==> config.mk <==
export PLATFORM = sky130hd
export DESIGN_NAME = fetch_sequencer
export DESIGN_NICKNAME = d
export VERILOG_FILES = /design/src/rtl/fetch_sequencer.sv
export SDC_FILE = /design/constraint.sdc
export NUM_CORES = 1
export LEC_CHECK = 0
export CAP_MARGIN = 5
export CORE_UTILIZATION = 40
export CTS_CLUSTER_DIAMETER = 40
export DETAILED_ROUTE_END_ITERATION = 16
export PLACE_DENSITY = 0.73
export SLEW_MARGIN = 20
export SYNTH_ARGS = -nofsm -noshare
export SYNTH_HDL_FRONTEND = slang
export SYNTH_SLANG_ARGS = --single-unit
==> constraint.sdc <==
create_clock -name clk -period 2.8 [get_ports clk]
set_input_delay 0.28 -clock clk [delete_from_list [all_inputs] [get_ports clk]]
set_output_delay 0.28 -clock clk [all_outputs]
set_load 0.005 [all_outputs]
==> src/rtl/fetch_sequencer.sv <==
// Instruction-fetch controller: owns the PC and sequences request/ack fetches
// against instruction memory, delivering each instruction downstream.
module fetch_sequencer #(
    parameter logic [31:0] RESET_PC     = 32'h0000_0000,
    parameter int unsigned IMEM_TIMEOUT = 15
) (
    input  logic        clk,
    input  logic        rst,
    input  logic        branch,
    input  logic        zero,
    input  logic [31:0] branchDest,
    input  logic        stall,
    output logic        imemReq,
    output logic [31:0] imemAddr,
    input  logic        imemAck,
    input  logic [31:0] imemRdata,
    output logic [31:0] instr,
    output logic        instrValid,
    output logic [31:0] pc,
    output logic        fetchErr
);

    localparam int unsigned XLEN  = 32;
    localparam int unsigned CNT_W = 8;
    localparam logic [CNT_W-1:0] WAIT_LAST   = CNT_W'(IMEM_TIMEOUT - 1);
    localparam logic [XLEN-1:0]  ALIGN_MASK  = ~XLEN'(3);
    localparam logic [XLEN-1:0]  RESET_PC_AL = RESET_PC & ALIGN_MASK;

    typedef enum logic [1:0] {
        S_REQ     = 2'd0,
        S_DELIVER = 2'd1,
        S_ERR     = 2'd2
    } state_e;

    state_e              state_q,       state_d;
    logic [XLEN-1:0]     fetch_pc_q,    fetch_pc_d;
    logic                imem_req_q,    imem_req_d;
    logic [XLEN-1:0]     imem_addr_q,   imem_addr_d;
    logic [XLEN-1:0]     instr_q,       instr_d;
    logic                instr_valid_q, instr_valid_d;
    logic [XLEN-1:0]     pc_q,          pc_d;
    logic                fetch_err_q,   fetch_err_d;
    logic [CNT_W-1:0]    wait_cnt_q,    wait_cnt_d;
    logic [XLEN-1:0]     target;

    // Redirect target is only meaningful on the acceptance cycle.
    always_comb begin
        if (branch && zero) begin
            target = branchDest & ALIGN_MASK;
        end else begin
            target = pc_q + XLEN'(4);
        end
    end

    always_comb begin
        state_d       = state_q;
        fetch_pc_d    = fetch_pc_q;
        imem_req_d    = imem_req_q;
        imem_addr_d   = imem_addr_q;
        instr_d       = instr_q;
        instr_valid_d = instr_valid_q;
        pc_d          = pc_q;
        fetch_err_d   = fetch_err_q;
        wait_cnt_d    = wait_cnt_q;

        unique case (state_q)
            S_REQ: begin
                if (!imem_req_q) begin
                    // First cycle out of reset: raise the request; stray acks are ignored.
                    imem_req_d  = 1'b1;
                    imem_addr_d = fetch_pc_q;
                    wait_cnt_d  = '0;
                end else if (imemAck) begin
                    instr_d       = imemRdata;
                    pc_d          = fetch_pc_q;
                    instr_valid_d = 1'b1;
                    imem_req_d    = 1'b0;
                    wait_cnt_d    = '0;
                    state_d       = S_DELIVER;
                end else if (wait_cnt_q == WAIT_LAST) begin
                    fetch_err_d = 1'b1;
                    imem_req_d  = 1'b0;
                    state_d     = S_ERR;
                end else begin
                    wait_cnt_d = wait_cnt_q + CNT_W'(1);
                end
            end
            S_DELIVER: begin
                if (!stall) begin
                    fetch_pc_d    = target;
                    imem_addr_d   = target;
                    imem_req_d    = 1'b1;
                    instr_valid_d = 1'b0;
                    wait_cnt_d    = '0;
                    state_d       = S_REQ;
                end
            end
            S_ERR: begin
                imem_req_d    = 1'b0;
                instr_valid_d = 1'b0;
                fetch_err_d   = 1'b1;
            end
            default: begin
                state_d = S_REQ;
            end
        endcase
    end

    always_ff @(posedge clk or negedge rst) begin
        if (!rst) begin
            state_q       <= S_REQ;
            fetch_pc_q    <= RESET_PC_AL;
            imem_req_q    <= 1'b0;
            imem_addr_q   <= RESET_PC_AL;
            instr_q       <= '0;
            instr_valid_q <= 1'b0;
            pc_q          <= RESET_PC_AL;
            fetch_err_q   <= 1'b0;
            wait_cnt_q    <= '0;
        end else begin
            state_q       <= state_d;
            fetch_pc_q    <= fetch_pc_d;
            imem_req_q    <= imem_req_d;
            imem_addr_q   <= imem_addr_d;
            instr_q       <= instr_d;
            instr_valid_q <= instr_valid_d;
            pc_q          <= pc_d;
            fetch_err_q   <= fetch_err_d;
            wait_cnt_q    <= wait_cnt_d;
        end
    end

    assign imemReq    = imem_req_q;
    assign imemAddr   = imem_addr_q;
    assign instr      = instr_q;
    assign instrValid = instr_valid_q;
    assign pc         = pc_q;
    assign fetchErr   = fetch_err_q;

endmodule

Word-level counts from Yosys, hierarchy flattened
Cells that the tools add are included.

word-level totals
  output and inout bits = 99
  word-level logic and storage cells = 64
  bits in registers = 141
  input port bits = 70

operators by class
  reduce and logical (&&, ||, !) cells = 13
  equal/unequal tests = 11
  add/sub/neg operators = 2
  bitwise operators = 2
  muxes and demuxes = 27

operators by type and width
  cell                   number
  $mux 32                3
  $pmux 32 s2            1
  $add 32x3->32 const B  1
  $mux 8                 4
  $pmux 8 s2             1
  $ne 2x2->1 const B     6
  $reduce_and 4->1       3
  $mux 1                 10
  $reduce_and 3->1       3
  $add 8x1->8 const B    1
  $eq 8x4->1 const B     1
  $mux 2                 4
  $pmux 1 s3             2
  $pmux 2 s3             1
  $ne 4x4->1 const B     1
  $reduce_and 2->1       2
  $reduce_bool 2->1      2
  $ne 3x3->1 const B     1
  $reduce_bool 3->1      1
  $eq 2x1->1 const B     1
  $eq 2x2->1 const B     1
  $logic_not 2->1        1
  $not 1->1              2
  $pmux 1 s2             1
  $logic_and 1x1->1      1

Logic depth before layout (Yosys ltp)
  depth after elaboration = 5
  depth in mapped cells = 9
  depth with buffers taken out = 7

Worst setup path before layout
OpenSTA, ideal clock, no wires.

  path type = reg2reg
  from = register wait_cnt_q[0]
  to = register wait_cnt_q[5]
  required time = 2.671 ns
  arrival time = 1.828 ns
  path slack = 0.844 ns
  clock period less this slack = 1.956 ns
  path buffers = 1
  library setup time = 0.129 ns
  stages on the path, launching flop included = 9
  cells stage by stage = dfrtp_1 inv_1 ha_1 nand4b_1 or4_1 o31ai_4 or2_1 buf_2 o41ai_1

between the ends
  cells in the longest elaborated chain, start to end = 5
  elaborated cells on any way between the ends = 8
  classes of those cells = add/sub: 1; eq/ne: 2; mux: 4; reduce/logical: 1

ends and longest elaborated chain
  what                      line  RTL
  start: declaration        43    logic [CNT_W-1:0] wait_cnt_q, wait_cnt_d;
  start signal: assignment  129   wait_cnt_q <= wait_cnt_d;
  $add 8x1->8               85    wait_cnt_d = wait_cnt_q + CNT_W'(1);
  $mux 8                    80    end else if (wait_cnt_q == WAIT_LAST) begin
  $mux 8                    73    end else if (imemAck) begin
  $mux 8                    68    if (!imem_req_q) begin
  $pmux 8 s2                66    unique case (state_q)

Several ways; a longest one is shown, not always the timed one. The select of a mux whose other input is x is not followed.
A chain may end at the register's enable or synchronous reset.

Final worst setup path
  from = register pc_q[5], in the netlist pc[5]
  to = register imem_addr_q[31], in the netlist imemAddr[31]

between the ends
  cells in the longest elaborated chain, start to end = 4

ends and longest elaborated chain
  what                      line  RTL
  start: declaration        41    logic [XLEN-1:0] pc_q, pc_d;
  start signal: assignment  127   pc_q <= pc_d;
  $add 32x3->32             51    target = pc_q + XLEN'(4);
  $mux 32                   48    if (branch && zero) begin
  $mux 32                   89    if (!stall) begin
  $pmux 32 s2               66
  end signal: assignment    124   imem_addr_q <= imem_addr_d;
  end: declaration          38    logic [XLEN-1:0] imem_addr_q, imem_addr_d;

Every way passes these cells. The select of a mux whose other input is x is not followed.

==> flow_metrics.py <==
metrics = {
    "run_status": {
        "status": "completed",
    },
    "setup_path": {
        "crit_end": "imemAddr[31]",
        "crit_arrival_ns": 2.55,
        "crit_required_ns": 3.09,
        "cp-end-kind": "flop",
        "critPathMaxStageDelay_ns": 0.79,
        "cp_cell_sequence": "nand4_1, or4_1, o31a_1, o21ai_1, a31oi_1",
        "r2r-end": "imemAddr[31]",
        "path_class": "reg2reg",
        "startpoint_type": "flop",
        "crit_start": "pc[5]",
        "reg2reg_slack_ns": 0.55,
        "timing.rr.start": "pc[5]",
        "path_max_fanout": 7,
        "ff2ff_path_depth": 5,
        "critPathSlowestCell": "or4_1",
    },
    "layout": {
        "final_cell_mix": "165 x clkdlybuf4s50_1, 141 x dfrtp_1, 69 x mux2_2",
        "layout.cells.most_common": "clkdlybuf4s50_1",
        "synthToLayoutAreaGrowth_pct": 38.70,
        "final_layout_size_suffix_gt1_share_pct": 16.20,
        "postLayoutCoreUtil_pct": 56.73,
        "fin_nets": 885,
        "design_area_um2": 9408,
        "nFillCells": 1452,
        "n_antenna_cell": 0,
    },
    "sta": {
        "finalWorstSetupSlack_ns": 0.5459,
        "worst_clock_skew_ns": 0.006492,
        "setup_tns_ns": 0,
        "rsz0062_at_grt": "false",
        "drv_slew": 0,
        "max_freq_mhz": 443.6,
        "min_period_ns": 2.254,
        "finalCritPeriodShare_pct": 80.50,
        "finalHoldViolations": 0,
        "setup_viol": 0,
        "tightest_slew_ns": 0.6923,
        "max_slew_margin_pct": 53.85,
        "hold_ws_ns": 0.4574,
    },
    "clock_tree": {
        "clock_latency_ns": 0.42,
        "clockBufferDepth": 2,
        "ctsResizeCount": 0,
        "clock-sinks": 141,
        "clockRootBuffer": "clkbuf_16",
        "htree_levels": 4,
        "cts_buffers": 17,
        "cts_tree": "built",
        "clk_pin_slew_ns": 0.06,
    },
    "floorplanning": {
        "row_count": 47,
        "fp.dieH_um": 132.2,
        "core_area_um2": 16580,
        "start_util_pct": 40.90,
        "die_width_um": 132.2,
        "ios": 169,
        "die_area_um2": 17480,
    },
    "synth": {
        "synthSimpleGateAreaFrac_pct": 15.20,
        "synth_top_area_share_pct": 52.02,
        "synth_edf_count": 0,
        "synthXorXnorAreaFrac_pct": 1.679,
        "synth_ff_type": "dfrtp_1",
        "synth_compound_area_share_pct": 13.82,
        "synth_fa_ha_area_share_pct": 1.291,
        "muxShareOfSynthArea_pct": 13.08,
        "synth_seq_cells": 141,
        "yosys.area.top_type": "dfrtp_1",
        "syn_area_um2": 6783,
        "synth_cell_types": 51,
        "synthTopCellsByArea": "dfrtp_1 52%, mux2_2 11%, nand2_1 3.8%",
        "ys_seq_area_share_pct": 52.02,
        "synth_top_family_by_area": "simple AND/OR/NAND/NOR gates",
        "synthCells": 644,
        "synthArstFlopShare_pct": 100.0,
        "yosys_warnings": 0,
        "synth_nets": 721,
        "avgSynthCellArea_um2": 10.53,
    },
    "hold_path": {
        "hold_path.class": "in2async",
    },
    "place": {
        "gp_congestion": 0.8123,
        "dp_hpwl_um": 11730,
        "placed_cell_area_um2": 8782,
        "dp_slack_ns": 0.5495,
        "placement.io_buffers": 166,
    },
    "global_route": {
        "grt_pass1_wl_um": 28970,
        "grt_antenna_before_repair": 0,
        "grt_pass1_vias": 5602,
        "grt_max_degree": 72,
        "globalRouteOverflowTotal": 0,
        "grt_usage_pct": 21.11,
    },
    "power": {
        "powerDensity_nw_per_um2": 1066,
        "p_leak_uw": 0.003885,
        "peakVddDrop_mv": 0.5275,
    },
    "detailed_routing": {
        "wl_per_cell_um": 16.68,
        "vias_per_cell": 5.329,
        "first_iter_violations": 352,
        "routed-via-count": 5548,
        "dr.pass1.iters": 5,
        "antenna_left": 0,
        "drt-total-wl_um": 17360,
        "drcViolationCount": 0,
    },
    "flow_run": {
        "drv_cap": 0,
    },
}
-- flip-flops by register name, summed over array words and instances (netlist names) --
signal      count
instrValid      1
state_q         2
pc             32
imemAddr       32
fetch_pc_q     32
wait_cnt_q      8
imemReq         1
fetchErr        1
instr          32
-- synth_stat cells, types with 9 or more instances --
cell type and n:
nand3_1 18, mux2i_1 11, o21ai_1 32, a31oi_1 14, dfrtp_1 141, xor2_1 9, inv_1 12, o21ai_0 47
nand2_1 68, mux2_2 69, nor3b_1 13, clkbuf_1 32, nand2b_1 11, nor2_1 29, a21oi_1 29
-- logic make-up (layout without fill, tap and decap cells) --
family / Yosys count / after routing
AND/OR/NAND/NOR: 194 / 194
AO/OA/AOI/OAI: 158 / 158
flip-flops: 141 / 141
multiplexers: 80 / 80
buffers and inverters: 51 / 228
XOR/XNOR: 13 / 13
adder cells (fa/ha/maj): 7 / 7
-- final cells by class --
type                       instances  area (um2)  share of cell area [%]
timing repair buffer             184        1863                   19.80
sequential                       141        3528                   37.50
clock inverter                    13       162.7                   1.729
inverter                          12       45.04                  0.4788
multi-input combinational        452        3080                   32.74
tap                              220       275.3                   2.926
clock buffer                      19       452.9                   4.814
-- per-layer routing --
metal,track usage [%],wire length (um),up-vias
met4,7.024,252,0
li1,-,-,2651
met1,26.47,7420,2691
met3,7.228,1410,19
met2,34.13,8276,187
met5,0,0,-
-- power breakdown --
group	internal [uW]	leakage, uW	switching (uW)
Combinational	2310	0.00181	1800
Sequential	2870	0.00178	700
Clock	1450	0.000296	891
Total	6630	0.00389	3390
-- worst min path at each step --
stage | endpoint | slack [ns] | cells after the start
finish | imemAddr[5] | 0.46 | 2
global route | instr[20] | 0.45 | 2
CTS | instr[22] | 0.45 | 2
detailed placement | imemAddr[5] | 0.36 | 1
global placement | imemAddr[5] | 0.36 | 1
floorplan | fetchErr | -0.02 | 0
-- critical path, delay by kind of cell (launching register included) --
kind	cells	cell delay (ns)
and+or+nand+nor	2	0.97
AOI/OAI and AO/OA	3	0.68
DFF	1	0.47
-- metrics by stage --
step                      total power (uW)  std cells
after floorplan                       5583        644
after global placement                7634       1008
after detailed placement              7726       1008
after CTS                            10130       1041
after global routing                 10730       1041
final                                10030       1041
-- repair_timing --
item,in CTS,in global routing
hold endpoints to repair,69,0
hold buffers,1,0
setup buffers,0,0
(Power assumes the default switching activity.)
